`config.mk`:
```
export PLATFORM = sky130hd
export DESIGN_NAME = booth_mul_arbiter
export DESIGN_NICKNAME = d
export VERILOG_FILES = /design/src/rtl/booth_mul_arbiter_pkg.sv /design/src/rtl/booth_mul_arbiter_step.sv /design/src/rtl/booth_mul_arbiter.sv
export SDC_FILE = /design/constraint.sdc
export NUM_CORES = 1
export LEC_CHECK = 0
export ABC_AREA = 1
export BUFFER_PORTS_ARGS = -buffer_cell sky130_fd_sc_hd__buf_2
export CORE_UTILIZATION = 36
export DETAILED_ROUTE_END_ITERATION = 8
export PLACE_DENSITY = 0.64
export SLEW_MARGIN = 20
export SYNTH_ARGS = -nofsm -noshare
export SYNTH_HDL_FRONTEND = slang
export SYNTH_SLANG_ARGS = --single-unit
```
`constraint.sdc`:
```
create_clock -name clk -period 4.1 [get_ports clk]
set_input_delay 0.82 -clock clk [delete_from_list [all_inputs] [get_ports clk]]
set_output_delay 0.82 -clock clk [all_outputs]
set_load 0.1 [all_outputs]
```
`src/rtl/booth_mul_arbiter_pkg.sv`:
```
// Shared types for the two-requester Booth multiplier arbiter.
// Holds the FSM state encoding and the default operand width.
package booth_mul_arbiter_pkg;

  localparam int WIDTH_DEF = 4;

  typedef enum logic [1:0] {
    IDLE = 2'd0,
    RUN  = 2'd1,
    DONE = 2'd2
  } state_t;

endpackage

```
`src/rtl/booth_mul_arbiter_step.sv`:
```
// booth_step_unit: one combinational radix-2 Booth step.
// Ports: a/q/q_1/m in, a_next/q_next/q_1_next out (add/sub then arith shift).
module booth_step_unit #(
  parameter int WIDTH = 4
) (
  input  logic [WIDTH:0]   a,
  input  logic [WIDTH-1:0] q,
  input  logic             q_1,
  input  logic [WIDTH-1:0] m,
  output logic [WIDTH:0]   a_next,
  output logic [WIDTH-1:0] q_next,
  output logic             q_1_next
);

  logic [WIDTH:0] mx;
  logic [WIDTH:0] sum;

  // Sign-extend M so the most-negative multiplicand fits in A.
  assign mx = {m[WIDTH-1], m};

  always_comb begin
    sum = a;
    unique case ({q[0], q_1})
      2'b01:   sum = a + mx;
      2'b10:   sum = a - mx;
      default: sum = a;
    endcase
  end

  // Arithmetic right shift of {sum, q, q_1}.
  assign a_next   = {sum[WIDTH], sum[WIDTH:1]};
  assign q_next   = {sum[0], q[WIDTH-1:1]};
  assign q_1_next = q[0];

endmodule

```
`src/rtl/booth_mul_arbiter.sv`:
```
// booth_mul_arbiter: round-robin share of one iterative Booth multiplier.
// Ports: clk/reset, req0/req1 valid-ready operand pairs, rsp valid-ready product, busy, count.
module booth_mul_arbiter
  import booth_mul_arbiter_pkg::*;
#(
  parameter int WIDTH = WIDTH_DEF,
  localparam int CW = (WIDTH > 1) ? $clog2(WIDTH) : 1
) (
  input  logic               clk,
  input  logic               reset,
  input  logic               req0_valid,
  input  logic [WIDTH-1:0]   req0_a,
  input  logic [WIDTH-1:0]   req0_b,
  output logic               req0_ready,
  input  logic               req1_valid,
  input  logic [WIDTH-1:0]   req1_a,
  input  logic [WIDTH-1:0]   req1_b,
  output logic               req1_ready,
  output logic               rsp_valid,
  output logic               rsp_id,
  output logic [2*WIDTH-1:0] rsp_product,
  input  logic               rsp_ready,
  output logic               busy,
  output logic [CW-1:0]      count
);

  state_t state, state_n;

  logic [WIDTH:0]   a_q;
  logic [WIDTH-1:0] m_q;
  logic [WIDTH-1:0] q_q;
  logic             q1_q;
  logic [CW-1:0]    cnt_q;
  logic             id_q;
  logic             ptr_q;

  logic [WIDTH:0]   a_s;
  logic [WIDTH-1:0] q_s;
  logic             q1_s;

  logic gnt;
  logic r0;
  logic r1;
  logic last;
  logic done;

  booth_step_unit #(.WIDTH(WIDTH)) u_step (
    .a        (a_q),
    .q        (q_q),
    .q_1      (q1_q),
    .m        (m_q),
    .a_next   (a_s),
    .q_next   (q_s),
    .q_1_next (q1_s)
  );

  assign last = (cnt_q == CW'(WIDTH - 1));

  always_comb begin
    state_n = state;
    gnt     = 1'b0;
    r0      = 1'b0;
    r1      = 1'b0;
    unique case (state)
      IDLE: begin
        // Pointer only matters when both requesters compete.
        gnt = (req0_valid && req1_valid) ? ptr_q : req1_valid;
        if (!reset) begin
          r0 = req0_valid && !gnt;
          r1 = req1_valid && gnt;
        end
        if (r0 || r1) state_n = RUN;
      end
      RUN: begin
        if (last) state_n = DONE;
      end
      DONE: begin
        if (rsp_ready) state_n = IDLE;
      end
      default: state_n = IDLE;
    endcase
  end

  always_ff @(posedge clk) begin
    if (reset) begin
      state <= IDLE;
      a_q   <= '0;
      m_q   <= '0;
      q_q   <= '0;
      q1_q  <= 1'b0;
      cnt_q <= '0;
      id_q  <= 1'b0;
      ptr_q <= 1'b0;
    end else begin
      state <= state_n;
      unique case (state)
        IDLE: begin
          if (r0 || r1) begin
            m_q   <= r1 ? req1_a : req0_a;
            q_q   <= r1 ? req1_b : req0_b;
            a_q   <= '0;
            q1_q  <= 1'b0;
            cnt_q <= '0;
            id_q  <= r1;
          end
        end
        RUN: begin
          a_q   <= a_s;
          q_q   <= q_s;
          q1_q  <= q1_s;
          cnt_q <= last ? '0 : cnt_q + 1'b1;
        end
        DONE: begin
          if (rsp_ready) ptr_q <= ~id_q;
        end
        default: ;
      endcase
    end
  end

  // Outputs are forced to 0 while reset is asserted.
  assign done        = (state == DONE) && !reset;
  assign req0_ready  = r0;
  assign req1_ready  = r1;
  assign rsp_valid   = done;
  assign rsp_id      = done & id_q;
  assign rsp_product = done ? {a_q[WIDTH-1:0], q_q} : '0;
  assign busy        = (state != IDLE) && !reset;
  assign count       = reset ? '0 : cnt_q;

endmodule

```
# Word-level counts from Yosys, hierarchy flattened
# Index checks and enable logic that the tools add are counted.
# Widths: inputs -> output; s select.
word_totals:
  ff_bits: 20
  out_inout_bits: 15
op_classes:
  n_addsub: 3
  eq_ne: 9
  muxes: 25
  bitwise: 2
  n_reduce_logical: 16
ops:
  columns: ["cell", "count"]
  rows:
  - ["$pmux 5 s2", 2]
  - ["$mux 2", 6]
  - ["$mux 4", 3]
  - ["$mux 1", 8]
  - ["$mux 8", 1]
  - ["$ne 2x2->1 const B", 4]
  - ["$pmux 4 s2", 1]
  - ["$eq 2x2->1 const B", 3]
  - ["$pmux 2 s3", 1]
  - ["$reduce_and 2->1", 3]
  - ["$add 5x5->5", 1]
  - ["$logic_and 1x1->1", 5]
  - ["$mux 5", 1]
  - ["$sub 5x5->5", 1]
  - ["$eq 2x1->1 const B", 2]
  - ["$pmux 2 s2", 1]
  - ["$reduce_bool 2->1", 2]
  - ["$reduce_and 3->1", 1]
  - ["$add 2x1->2 const B", 1]
  - ["$logic_not 1->1", 2]
  - ["$logic_not 2->1", 1]
  - ["$logic_or 1x1->1", 2]
  - ["$pmux 1 s2", 1]
  - ["$and 1x1->1", 1]
  - ["$not 1->1", 1]

# Logic depth before layout (Yosys ltp)
logic_depth:
  word_depth: 10
  depth_mapped: 13
  mapped_depth_nobuf: 13

# Hierarchy
# Synthesis repeated with hierarchy kept, for this count alone.
hier_totals:
  cells_unflattened: 233
  hier_area_um2: 1501.4
by_module_without_submodules:
  columns: ["module", "n_inst", "cells_per_inst", "area_each_um2"]
  rows:
  - ["booth_mul_arbiter", 1, 166, 1121.1]
  - ["booth_step_unit", 1, 67, 380.4]

# Worst setup path after synthesis
# Ideal clock, no wire load.
synth_timing:
  path_kind: "input to output"
  startpoint: "input reset"
  endpoint: "output rsp_id"
  t_arrival_ns: 4.755
  setup_slack_ns: -1.475
  path_stages: 4
  cell_sequence: "buf_6 -> nor3_1 -> inv_2 -> nor2_1"
synth_via:
  elab_chain_len: 3
synth_rtl:
  columns: ["item", "line_no", "source"]
  rows:
  - ["from (decl)", "booth_mul_arbiter.sv:10", "input logic reset,"]
  - ["$logic_not 1->1", "booth_mul_arbiter.sv:122", "assign done = (state == DONE) && !reset;"]
  - ["$logic_and 1x1->1", "booth_mul_arbiter.sv:122", null]
  - ["net rsp_valid", "booth_mul_arbiter.sv:19", "output logic rsp_valid,"]
  - ["$and 1x1->1", "booth_mul_arbiter.sv:126", "assign rsp_id = done & id_q;"]
  - ["to (decl)", "booth_mul_arbiter.sv:20", "output logic rsp_id,"]
# The timed path passes the listed nets, and every way through them passes these cells.

# Worst setup path after layout
layout_timing:
  startpoint: "input reset"
  endpoint: "output req0_ready"
layout_via:
  elab_chain_len: 3
layout_rtl:
  columns: ["item", "line_no", "source"]
  rows:
  - ["$mux 1", "booth_mul_arbiter.sv:68", "if (!reset) begin"]
  - ["$mux 1 (2 in series)", "booth_mul_arbiter.sv:64", "unique case (state)"]
  - ["to (decl)", "booth_mul_arbiter.sv:14", "output logic req0_ready,"]
# Every way passes these cells. The select of a mux whose other input is x is not followed.

==> implementation parameters <==
Parameter                              Value

Status
  Status ... finished clean

Detailed routing
  Detailed Route Iter0 Violations ... 30
  Wirelength per Cell ... 10.5 um
  Count of vias placed by the detailed router ... 1335
  Number of routed nets with antenna violations ... 0
  # DRC ... 0
  Number of vias per cell ... 4.62
  Number of optimization iterations in the first detailed-route pass ... 4
  Total detailed-routing wirelength ... 3020 um

Power and ir drop
  Clock share of power ... 26.0%
  Share of power burned in registers ... 40.3%
  Switching share of power ... 37.3%
  PD cells ... 309 mW/mm2
  Worst vdd rail ir drop ... 147 uV
  Power after layout ... 0.000520 W
  Int Power ... 0.000326 W
  Leakage power ... 0.806 nW
  Combinational cell fraction of total power ... 33.7%
  Net switching power ... 0.000194 W

Placed design
  HPWL after detailed placement ... 2420 um
  Total cell area at the placement stage ... 0.00164 mm2
  GPL Wtd Cong ... 0.750
  Number of placed instances with taps included ... 285
  Port-buffer cells ... 35

Synthesis
  Dominant cell by count in the synthesized netlist ... nand2_1
  Cell types with the largest area share after synthesis ... dfxtp_1 27%, nand2_1 12%, inv_1 9.6%, ha_1 6.2%, nor2_1 6.1%
  Warning count from the yosys run ... 0
  Seq/Total Area, Yosys ... 27.0%
  Avg Inst Size Synth ... 6.84 um2
  Post-synthesis cell type with the largest combined area ... dfxtp_1
  Post-synth top cells ... 46 x nand2_1, 36 x inv_1, 23 x nor2_1
  Synth Register Bits ... 19
  Fraction of synthesized cell area taken by the top area cell type ... 27.0%
  Number of library cell types mapped by synthesis ... 33
  Post-synthesis instance area ... 0.00141 mm2
  Count of mapped cells out of synthesis ... 206
  Top FF cell, synth ... dfxtp_1
  Syn nets ... 235
  Share of flip-flops with an asynchronous set or reset ... 0%
  Number of enable-type register cells in the synthesized netlist ... 0

Clocking
  Total clock buffers created by CTS ... 3
  Number of cells upsized or downsized after cts ... 0
  Postcts setup bufs ... 0
  TritonCTS Sinks ... 19
  H-tree levels ... 1
  Clock slew seen by the registers of the worst setup and hold paths ... 80 ps
  Root buffer selected by CTS ... clkbuf_8
  Maximum clock path buffer count ... 2
  Worst-skew pair later-pin latency ... 260 ps
  Number of buffers added to fix hold violations after cts ... 0
  Clock tree from TritonCTS ... built

Worst setup path
  Worst EP arrival ... 2070 ps
  Worst reg2reg path startpoint ... m_q[0]
  Crit path kind ... primary input to output pin
  Worst R2R End ... a_q[2]
  Worst-case register-to-register setup slack ... 2020 ps
  Cells on worst reg2reg path ... 12
  Critical Path Start Type ... primary input
  Required @ worst endpoint ... 3280 ps
  Kind of capture point of the worst setup path ... output pin
  Max Fanout on Critical Path ... 18

Timing
  Final worst path period need ... 2890 ps
  Final period utilization ... 70.4%
  Unrepaired setup endpoints after global routing ... no
  Setup TNS ... 0 ps
  Hold Fails Final Rpt ... 0
  Highest Clock Rate ... 346 MHz
  Slew @ Worst Pin ... 487 ps
  Setup violations, final ... 0
  Worst Clk Skew ... 9.04 ps
  Relative slew slack ... 67.8%
  Final number of max-transition violations ... 0

Final layout
  Layout net count ... 271
  Final std cells w/o fill ... 289
  Area growth, synth to finish ... 19.4%
  Cell area after layout ... 0.00168 mm2
  Layout cell share with drive strength beyond 1 ... 33.2%
  Total inserted antenna cells ... 0

Floorplanning
  Number of placed I/O pins ... 36
  Initial core utilization ... 37.9%
  Die Area ... 0.00417 mm2
  Horizontal die dimension ... 64.6 um
  Core region area ... 0.00372 mm2
  Vertical extent of the die ... 64.6 um
  Number of standard-cell rows in the floorplan ... 22

Global route
  Maximum number of pins on one net before global-route repair ... 19
  Global-route usage over all layers ... 16.5%
  First-pass GRT wire length ... 5350 um
  Final global-route overflow total ... 0
  Number of global-route vias before repair ... 1239
  Antenna violations before repair ... 0

Min path
  Worst hold path endpoint ... ptr_q
  Hold path startpoint ... ptr_q
  Number of stages on the worst hold path ... 2
  Min-delay worst type ... flop to flop

Flow run
  Number of max-cap violations ... 0
==> kinds of logic (layout without fill, tap and decap cells) <==
logic type	count (synthesis)	in the layout	share of synthesized area, %
DFF	19	19	27.0
adders and majority gates	8	8	7.64
AOI/OAI and AO/OA	37	37	17.9
buffers and inverters	48	83	15.4
and+or+nand+nor	92	92	30.8
xor gates and xnor gates	2	2	1.24
==> worst max path at each step <==
stage	to	depth (start not counted)	slack [ps]	from
floorplan	rsp_id	4	370	reset
global placement	req0_ready	7	1220	reset
detailed placement	req0_ready	7	1200	reset
CTS	req0_ready	7	1210	reset
global route	req0_ready	7	1130	reset
finish	req0_ready	7	1210	reset
==> per-layer routing <==
| layer | part of all wire (%) | vias to the layer above | GRT usage (%) |
|---|---|---|---|
| met4 | 1.6 | 0 | 6.94 |
| met1 | 49 | 594 | 21.6 |
| met5 | 0 | - | 0 |
| met2 | 47 | 24 | 27.5 |
| li1 | - | 713 | - |
| met3 | 1.9 | 4 | 1.58 |
==> power by group through the flow <==
stage	logic [W]	clock network [W]	registers [W]
3_5_place_dp	0.000176	0	0.000214
2_1_floorplan	0.000150	0	0.000211
3_3_place_gp	0.000175	0	0.000213
5_1_grt	0.000203	0.000147	0.000211
6_report	0.000175	0.000135	0.000209
4_1_cts	0.000177	0.000137	0.000209
==> sequential cells by signal, indices dropped and copies added (netlist names) <==
register / cells
q_q: 4
ptr_q: 1
state: 2
m_q: 4
cnt_q: 2
id_q: 1
a_q: 4
q1_q: 1
==> final cells by class <==
| cell class | instances | area (um2) |
|---|---|---|
| fillers | 389 | 2030 |
| multi-input cells | 139 | 846 |
| flip-flops and latches | 19 | 380 |
| repair buffers | 35 | 175 |
| inverters | 44 | 174 |
| well taps | 48 | 60.1 |
| clock buffers | 3 | 41.3 |
| clock inverters | 1 | 5.00 |
==> through the flow <==
step	util (%)	hold slack [ps]	setup WS, ps
finish	45.3	464	1210
global route	45.3	496	1130
CTS	45.3	463	1210
detailed placement	44.0	448	1200
global placement	44.0	448	1220
floorplan	-	429	375
==> critical path: stages <==
cell and delay, ps:
buf_2 250, inv_8 160, nand2_4 50, nor2_2 140, nand2_4 80, clkinv_1 120, buf_2 440
==> placed cells by master, fill, tap and decap left out, drive strengths merged <==
master  Yosys  final
a21oi      16     16
a22oi       2      2
a31oi       5      5
buf         3     35
clkbuf      1      3
clkinv      2      3
dfxtp      19     19
fa          1      1
ha          7      7
inv        42     42
nand2      51     51
nand3      10     10
nand3b      2      2
nand4       1      1
nor2       27     27
nor3        1      1
o211ai      2      2
o21ai      11     11
o31ai       1      1
xnor2       1      1
xor2        1      1
Power figures use the tool's default switching activity.
